### config.mk
export PLATFORM = sky130hd
export DESIGN_NAME = reg_write_arbiter
export DESIGN_NICKNAME = d
export VERILOG_FILES = /design/src/rtl/sap_ctrl_pkg.sv /design/src/rtl/reg_write_arbiter_rr_pick.sv /design/src/rtl/reg_write_arbiter.sv
export SDC_FILE = /design/constraint.sdc
export NUM_CORES = 1
export LEC_CHECK = 0
export ABC_AREA = 1
export CORE_AREA = 3 3 76 78
export DETAILED_ROUTE_END_ITERATION = 16
export DIE_AREA = 0 0 79 81
export PLACE_DENSITY = 0.89
export REMOVE_ABC_BUFFERS = 1
export SLEW_MARGIN = 10
export SYNTH_ARGS = -nofsm -noshare
export SYNTH_HDL_FRONTEND = slang
export SYNTH_SLANG_ARGS = --single-unit
export TNS_END_PERCENT = 5
### constraint.sdc
create_clock -name CLK -period 3.45 [get_ports CLK]
set_input_delay 1.035 -clock CLK [delete_from_list [all_inputs] [get_ports CLK]]
set_output_delay 1.035 -clock CLK [all_outputs]
set_load 0.02 [all_outputs]
### src/rtl/sap_ctrl_pkg.sv
// Shared sizes, FSM state enum and latched-request payload for the register write arbiter.
package sap_ctrl_pkg;

    localparam int unsigned NUM_REQ   = 4;
    localparam int unsigned NUM_REGS  = 8;
    localparam int unsigned DATA_W    = 16;
    localparam int unsigned DEST_W    = 3;
    localparam int unsigned REQ_IDX_W = 2;

    typedef enum logic [1:0] {
        ST_IDLE   = 2'd0,
        ST_ARMED  = 2'd1,
        ST_ACKING = 2'd2
    } arb_state_e;

    typedef struct packed {
        logic [REQ_IDX_W-1:0] idx;
        logic [DEST_W-1:0]    dest;
        logic [DATA_W-1:0]    data;
        logic                 mov;
    } wr_req_t;

    function automatic logic [NUM_REGS-1:0] dest_onehot(input logic [DEST_W-1:0] dest);
        return NUM_REGS'(1) << dest;
    endfunction

    function automatic logic [NUM_REQ-1:0] req_onehot(input logic [REQ_IDX_W-1:0] idx);
        return NUM_REQ'(1) << idx;
    endfunction

endpackage

### src/rtl/reg_write_arbiter_rr_pick.sv
// Winner pick: round-robin from ptr_i when REG_ARB_ROUND_ROBIN_EN is defined, else lowest index.
module rr_pick
    import sap_ctrl_pkg::*;
(
    input  logic [NUM_REQ-1:0]   req_i,
`ifdef REG_ARB_ROUND_ROBIN_EN
    input  logic [REQ_IDX_W-1:0] ptr_i,
`endif
    output logic                 valid_o,
    output logic [REQ_IDX_W-1:0] idx_o
);

`ifdef REG_ARB_ROUND_ROBIN_EN
    logic [REQ_IDX_W-1:0] cand;

    // Scan from the pointer upwards; index arithmetic wraps 3->0 naturally.
    always_comb begin
        valid_o = 1'b0;
        idx_o   = '0;
        cand    = '0;
        for (int k = 0; k < int'(NUM_REQ); k++) begin
            cand = REQ_IDX_W'(ptr_i + REQ_IDX_W'(k));
            if (!valid_o && req_i[cand]) begin
                valid_o = 1'b1;
                idx_o   = cand;
            end
        end
    end
`else
    always_comb begin
        valid_o = 1'b0;
        idx_o   = '0;
        for (int k = 0; k < int'(NUM_REQ); k++) begin
            if (!valid_o && req_i[k]) begin
                valid_o = 1'b1;
                idx_o   = REQ_IDX_W'(k);
            end
        end
    end
`endif

endmodule

### src/rtl/reg_write_arbiter.sv
// Arbitrates register-file writes from four requesters onto one bus, firing on the slow strobe.
// Build option: REG_ARB_ROUND_ROBIN_EN selects round-robin instead of fixed lowest-index priority.
module reg_write_arbiter
    import sap_ctrl_pkg::*;
(
    input  logic                       CLK,
    input  logic                       RST,
    input  logic                       SLOW_CLOCK_STRB,
    input  logic [NUM_REQ-1:0]         REQ,
    input  logic [NUM_REQ*DEST_W-1:0]  REQ_DEST,
    input  logic [NUM_REQ*DATA_W-1:0]  REQ_DATA,
    input  logic [NUM_REQ-1:0]         REQ_MOV,
    output logic [NUM_REQ-1:0]         ACK,
    output logic [DATA_W-1:0]          BUS_DATA,
    output logic [NUM_REGS-1:0]        IN_EN,
    output logic [NUM_REGS-1:0]        MOV_EN,
    output logic                       BUSY
);

    arb_state_e           state_q;
    wr_req_t              cur_q;
    logic [DATA_W-1:0]    bus_q;
    logic [NUM_REQ-1:0]   ack_q;
    logic                 pick_valid;
    logic [REQ_IDX_W-1:0] pick_idx;
    logic                 wr_fire;

    logic [DEST_W-1:0]    dest_arr [NUM_REQ];
    logic [DATA_W-1:0]    data_arr [NUM_REQ];

    always_comb begin
        for (int i = 0; i < int'(NUM_REQ); i++) begin
            dest_arr[i] = REQ_DEST[i*DEST_W +: DEST_W];
            data_arr[i] = REQ_DATA[i*DATA_W +: DATA_W];
        end
    end

`ifdef REG_ARB_ROUND_ROBIN_EN
    logic [REQ_IDX_W-1:0] ptr_q;

    rr_pick u_pick (
        .req_i   (REQ),
        .ptr_i   (ptr_q),
        .valid_o (pick_valid),
        .idx_o   (pick_idx)
    );

    always_ff @(posedge CLK) begin
        if (RST) begin
            ptr_q <= '0;
        end else if (state_q == ST_ARMED && SLOW_CLOCK_STRB) begin
            ptr_q <= REQ_IDX_W'(cur_q.idx + REQ_IDX_W'(1));
        end
    end
`else
    rr_pick u_pick (
        .req_i   (REQ),
        .valid_o (pick_valid),
        .idx_o   (pick_idx)
    );
`endif

    // FSM with latched request; request inputs are ignored once latched.
    always_ff @(posedge CLK) begin
        if (RST) begin
            state_q <= ST_IDLE;
            cur_q   <= '0;
            bus_q   <= '0;
            ack_q   <= '0;
        end else begin
            ack_q <= '0;
            case (state_q)
                ST_IDLE: begin
                    if (pick_valid) begin
                        cur_q   <= '{idx:  pick_idx,
                                     dest: dest_arr[pick_idx],
                                     data: data_arr[pick_idx],
                                     mov:  REQ_MOV[pick_idx]};
                        bus_q   <= data_arr[pick_idx];
                        state_q <= ST_ARMED;
                    end
                end
                ST_ARMED: begin
                    if (SLOW_CLOCK_STRB) begin
                        ack_q   <= req_onehot(cur_q.idx);
                        state_q <= ST_ACKING;
                    end
                end
                ST_ACKING: begin
                    bus_q   <= '0;
                    state_q <= ST_IDLE;
                end
                default: begin
                    bus_q   <= '0;
                    state_q <= ST_IDLE;
                end
            endcase
        end
    end

    // Enables are same-cycle with the strobe, and suppressed while reset is asserted.
    assign wr_fire = (state_q == ST_ARMED) && SLOW_CLOCK_STRB && !RST;

    always_comb begin
        IN_EN  = '0;
        MOV_EN = '0;
        if (wr_fire) begin
            if (cur_q.mov) begin
                MOV_EN = dest_onehot(cur_q.dest);
            end else begin
                IN_EN = dest_onehot(cur_q.dest);
            end
        end
    end

    assign ACK      = ack_q;
    assign BUS_DATA = bus_q;
    assign BUSY     = (state_q != ST_IDLE);

endmodule
==> impl_metrics.tcl <==
set metrics [dict create \
    final_net_count 561 \
    slew_headroom_pct 66.9 \
    placementRows 26 \
    insertion_delay_ns 0.27 \
    grt.total_usage_pct 20.6 \
    yosysSeqAreaShare_pct 26.6 \
    p_total_uw 948 \
    antenna_left 0 \
    drt_pass1_iterations 4 \
    start_util_pct 41.0 \
    die_w_um 79 \
    finalWirelength_mm 6.55 \
    synthTopCellsByArea "dfxtp_1, nand2_1, inv_1, nand3_1, nand3_2" \
    finalSetupViolCount 0 \
    peakVddDrop_mv 0.176 \
    synthCells 355 \
    wl_per_cell_um 12.1 \
    slew_viol_final 0 \
    dr_total_vias 2470 \
    power.density_nw_per_um2 285 \
    r2r_slack_ns 1.85 \
    core-area_sq_um 5140 \
    r2r_end "cur_q[0]" \
    die_h_um 81 \
    clock_path_buffers 2 \
    h-tree-depth 1 \
    final.fill_count 480 \
    die-area_sq_um 6400 \
    cts_sinks 28 \
    endpoint_kind "output port" \
    gp_congestion 0.803 \
    period_needed_ns 3.42 \
    hold_viol 0 \
    post_cts_buffers 0 \
    fmax_mhz 292 \
    totalNegativeSetupSlack_ns 0 \
    worst_pin_slew_ns 0.495 \
    hp-class "reg2reg" \
    grt.overflow.total 0 \
    n_antenna_cell 0 \
    r2r-start "state_q[1]" \
    portBuffers 123 \
    power_leakage_nw 1.72 \
    reg2reg_depth 7 \
    critPathLaunchType "primary input" \
    netlist_area_sq_um 2110 \
    drive_gt1_share_pct 10.6 \
    yosys_warnings 0 \
    cp_max_fo 8 \
    antenna_found_initial 0 \
    crit_path_end "MOV_EN[3]" \
    period_share_pct 99.3 \
    ys_seq_elements 28 \
    syn_area_per_cell_sq_um 5.93 \
    worstSetupPathType "in2out" \
    critPathRequiredTime_ns 2.41 \
    ys_types 25 \
    cts_buffers 3 \
    clk_root_buffer_cell "clkbuf_8" \
    rsz0062_at_grt "yes" \
    viasPerCell 4.55 \
    drt_iter0_drc 77 \
    status "complete, no violations" \
    path_clk_slew_ns 0.10 \
    skew_ns 0.000906 \
    io_pins 124 \
    dpl.hpwl_mm 5.20 \
    drcViolationCount 0 \
    arrival_ns 2.39 \
    synth.largest_area_cell "dfxtp_1" \
    grt_max_degree 38 \
    grt_pass1_wl_mm 10.6 \
    cts_tree "built" \
    final_util_pct 64.7 \
    grt_pass1_vias 2437 \
    drv_cap 0 \
    synth_top_area_share_pct 26.6 \
    startpoint "RST" \
    syn_to_final_growth_pct 57.9 \
]
## layer usage
metal  share of wire [%]  global-route usage, %  up-vias  routed length [um]
met5                   0                      0        -                   0
li1                    -                      -     1296                   -
met1                  38                   20.9     1070                2520
met2                  51                   41.2      100                3340
met3                  10                   6.32        4                 657
met4                0.52                   4.12        0                  34
## cells in the mapped netlist, drive strengths merged
| master | n |
|---|---|
| nor2 | 32 |
| dfxtp | 28 |
| o211ai | 10 |
| o21ai | 1 |
| a21oi | 12 |
| a211oi | 1 |
| or2 | 1 |
| buf | 12 |
| clkbuf | 1 |
| nor3 | 4 |
| nand3 | 49 |
| inv | 84 |
| nand2 | 120 |
## metrics by stage
| step | hold slack [ns] | instance area, sq um | cells | setup WS [ns] |
|---|---|---|---|---|
| 2_1_floorplan | 0.423 | 1990 | 342 | 0.371 |
| 3_3_place_gp | 0.434 | 3340 | 539 | -0.330 |
| 3_5_place_dp | 0.450 | 3340 | 539 | -0.402 |
| 4_1_cts | 0.464 | 3390 | 543 | -0.00389 |
| 5_1_grt | 0.498 | 3320 | 543 | -0.109 |
| 6_report | 0.466 | 3320 | 543 | 0.0256 |
## sequential cells by signal, indices dropped and copies added, names as in the netlist
signal	cells
state_q	2
cur_q	6
BUS_DATA	16
ACK	4
## worst min path at each step
stage / startpoint / cells after the start / slack, ns / to
5_1_grt: BUS_DATA[15] / 2 / 0.50 / BUS_DATA[15]
3_5_place_dp: cur_q[21] / 1 / 0.45 / ACK[1]
4_1_cts: cur_q[21] / 1 / 0.46 / ACK[1]
6_report: cur_q[21] / 1 / 0.47 / ACK[1]
3_3_place_gp: cur_q[21] / 1 / 0.43 / ACK[1]
2_1_floorplan: cur_q[21] / 1 / 0.42 / ACK[1]
## cells by family after synthesis
kind of cell / Yosys count / synth area share, %
AND/OR/NAND/NOR: 206 / 45.4
buffers and inverters: 97 / 20.4
flip-flops: 28 / 26.6
AO/OA/AOI/OAI: 24 / 7.55
## cell type report
type / count / area [sq um] / area share, %
clock buffers: 4 / 55.1 / 1.66
multi-input cells: 230 / 1120 / 33.6
well taps: 70 / 87.6 / 2.63
inverters: 84 / 318 / 9.56
flip-flops and latches: 28 / 561 / 16.9
repair buffers: 127 / 1190 / 35.7
## power breakdown
| part | total, mW | switching (mW) | internal [mW] |
|---|---|---|---|
| registers | 0.373 | 0.0202 | 0.352 |
| clock network | 0.205 | 0.103 | 0.102 |
| logic | 0.370 | 0.186 | 0.184 |
| total | 0.948 | 0.310 | 0.638 |
## cell usage in the layout (no fill, tap or decap), drive strengths merged
master	instances
nand2	120
clkdlybuf4s50	107
inv	84
nand3	49
nor2	32
dfxtp	28
clkbuf	18
a21oi	12
o211ai	10
buf	5
nor3	4
or2	1
o21ai	1
a211oi	1
clkdlybuf4s15	1
## critical path: stages
cell	delay [ns]
clkdlybuf4s50_1	0.42
inv_1	0.09
nand3_2	0.13
inv_1	0.10
nand2_1	0.16
nor2_1	0.14
clkdlybuf4s15_1	0.31
## repair_timing
item,in CTS,in global routing
hold buffers,0,0
resized for setup,23,26
cloned,0,0
endpoints found under the setup margin,16,16
Power figures use the tool's default switching activity.
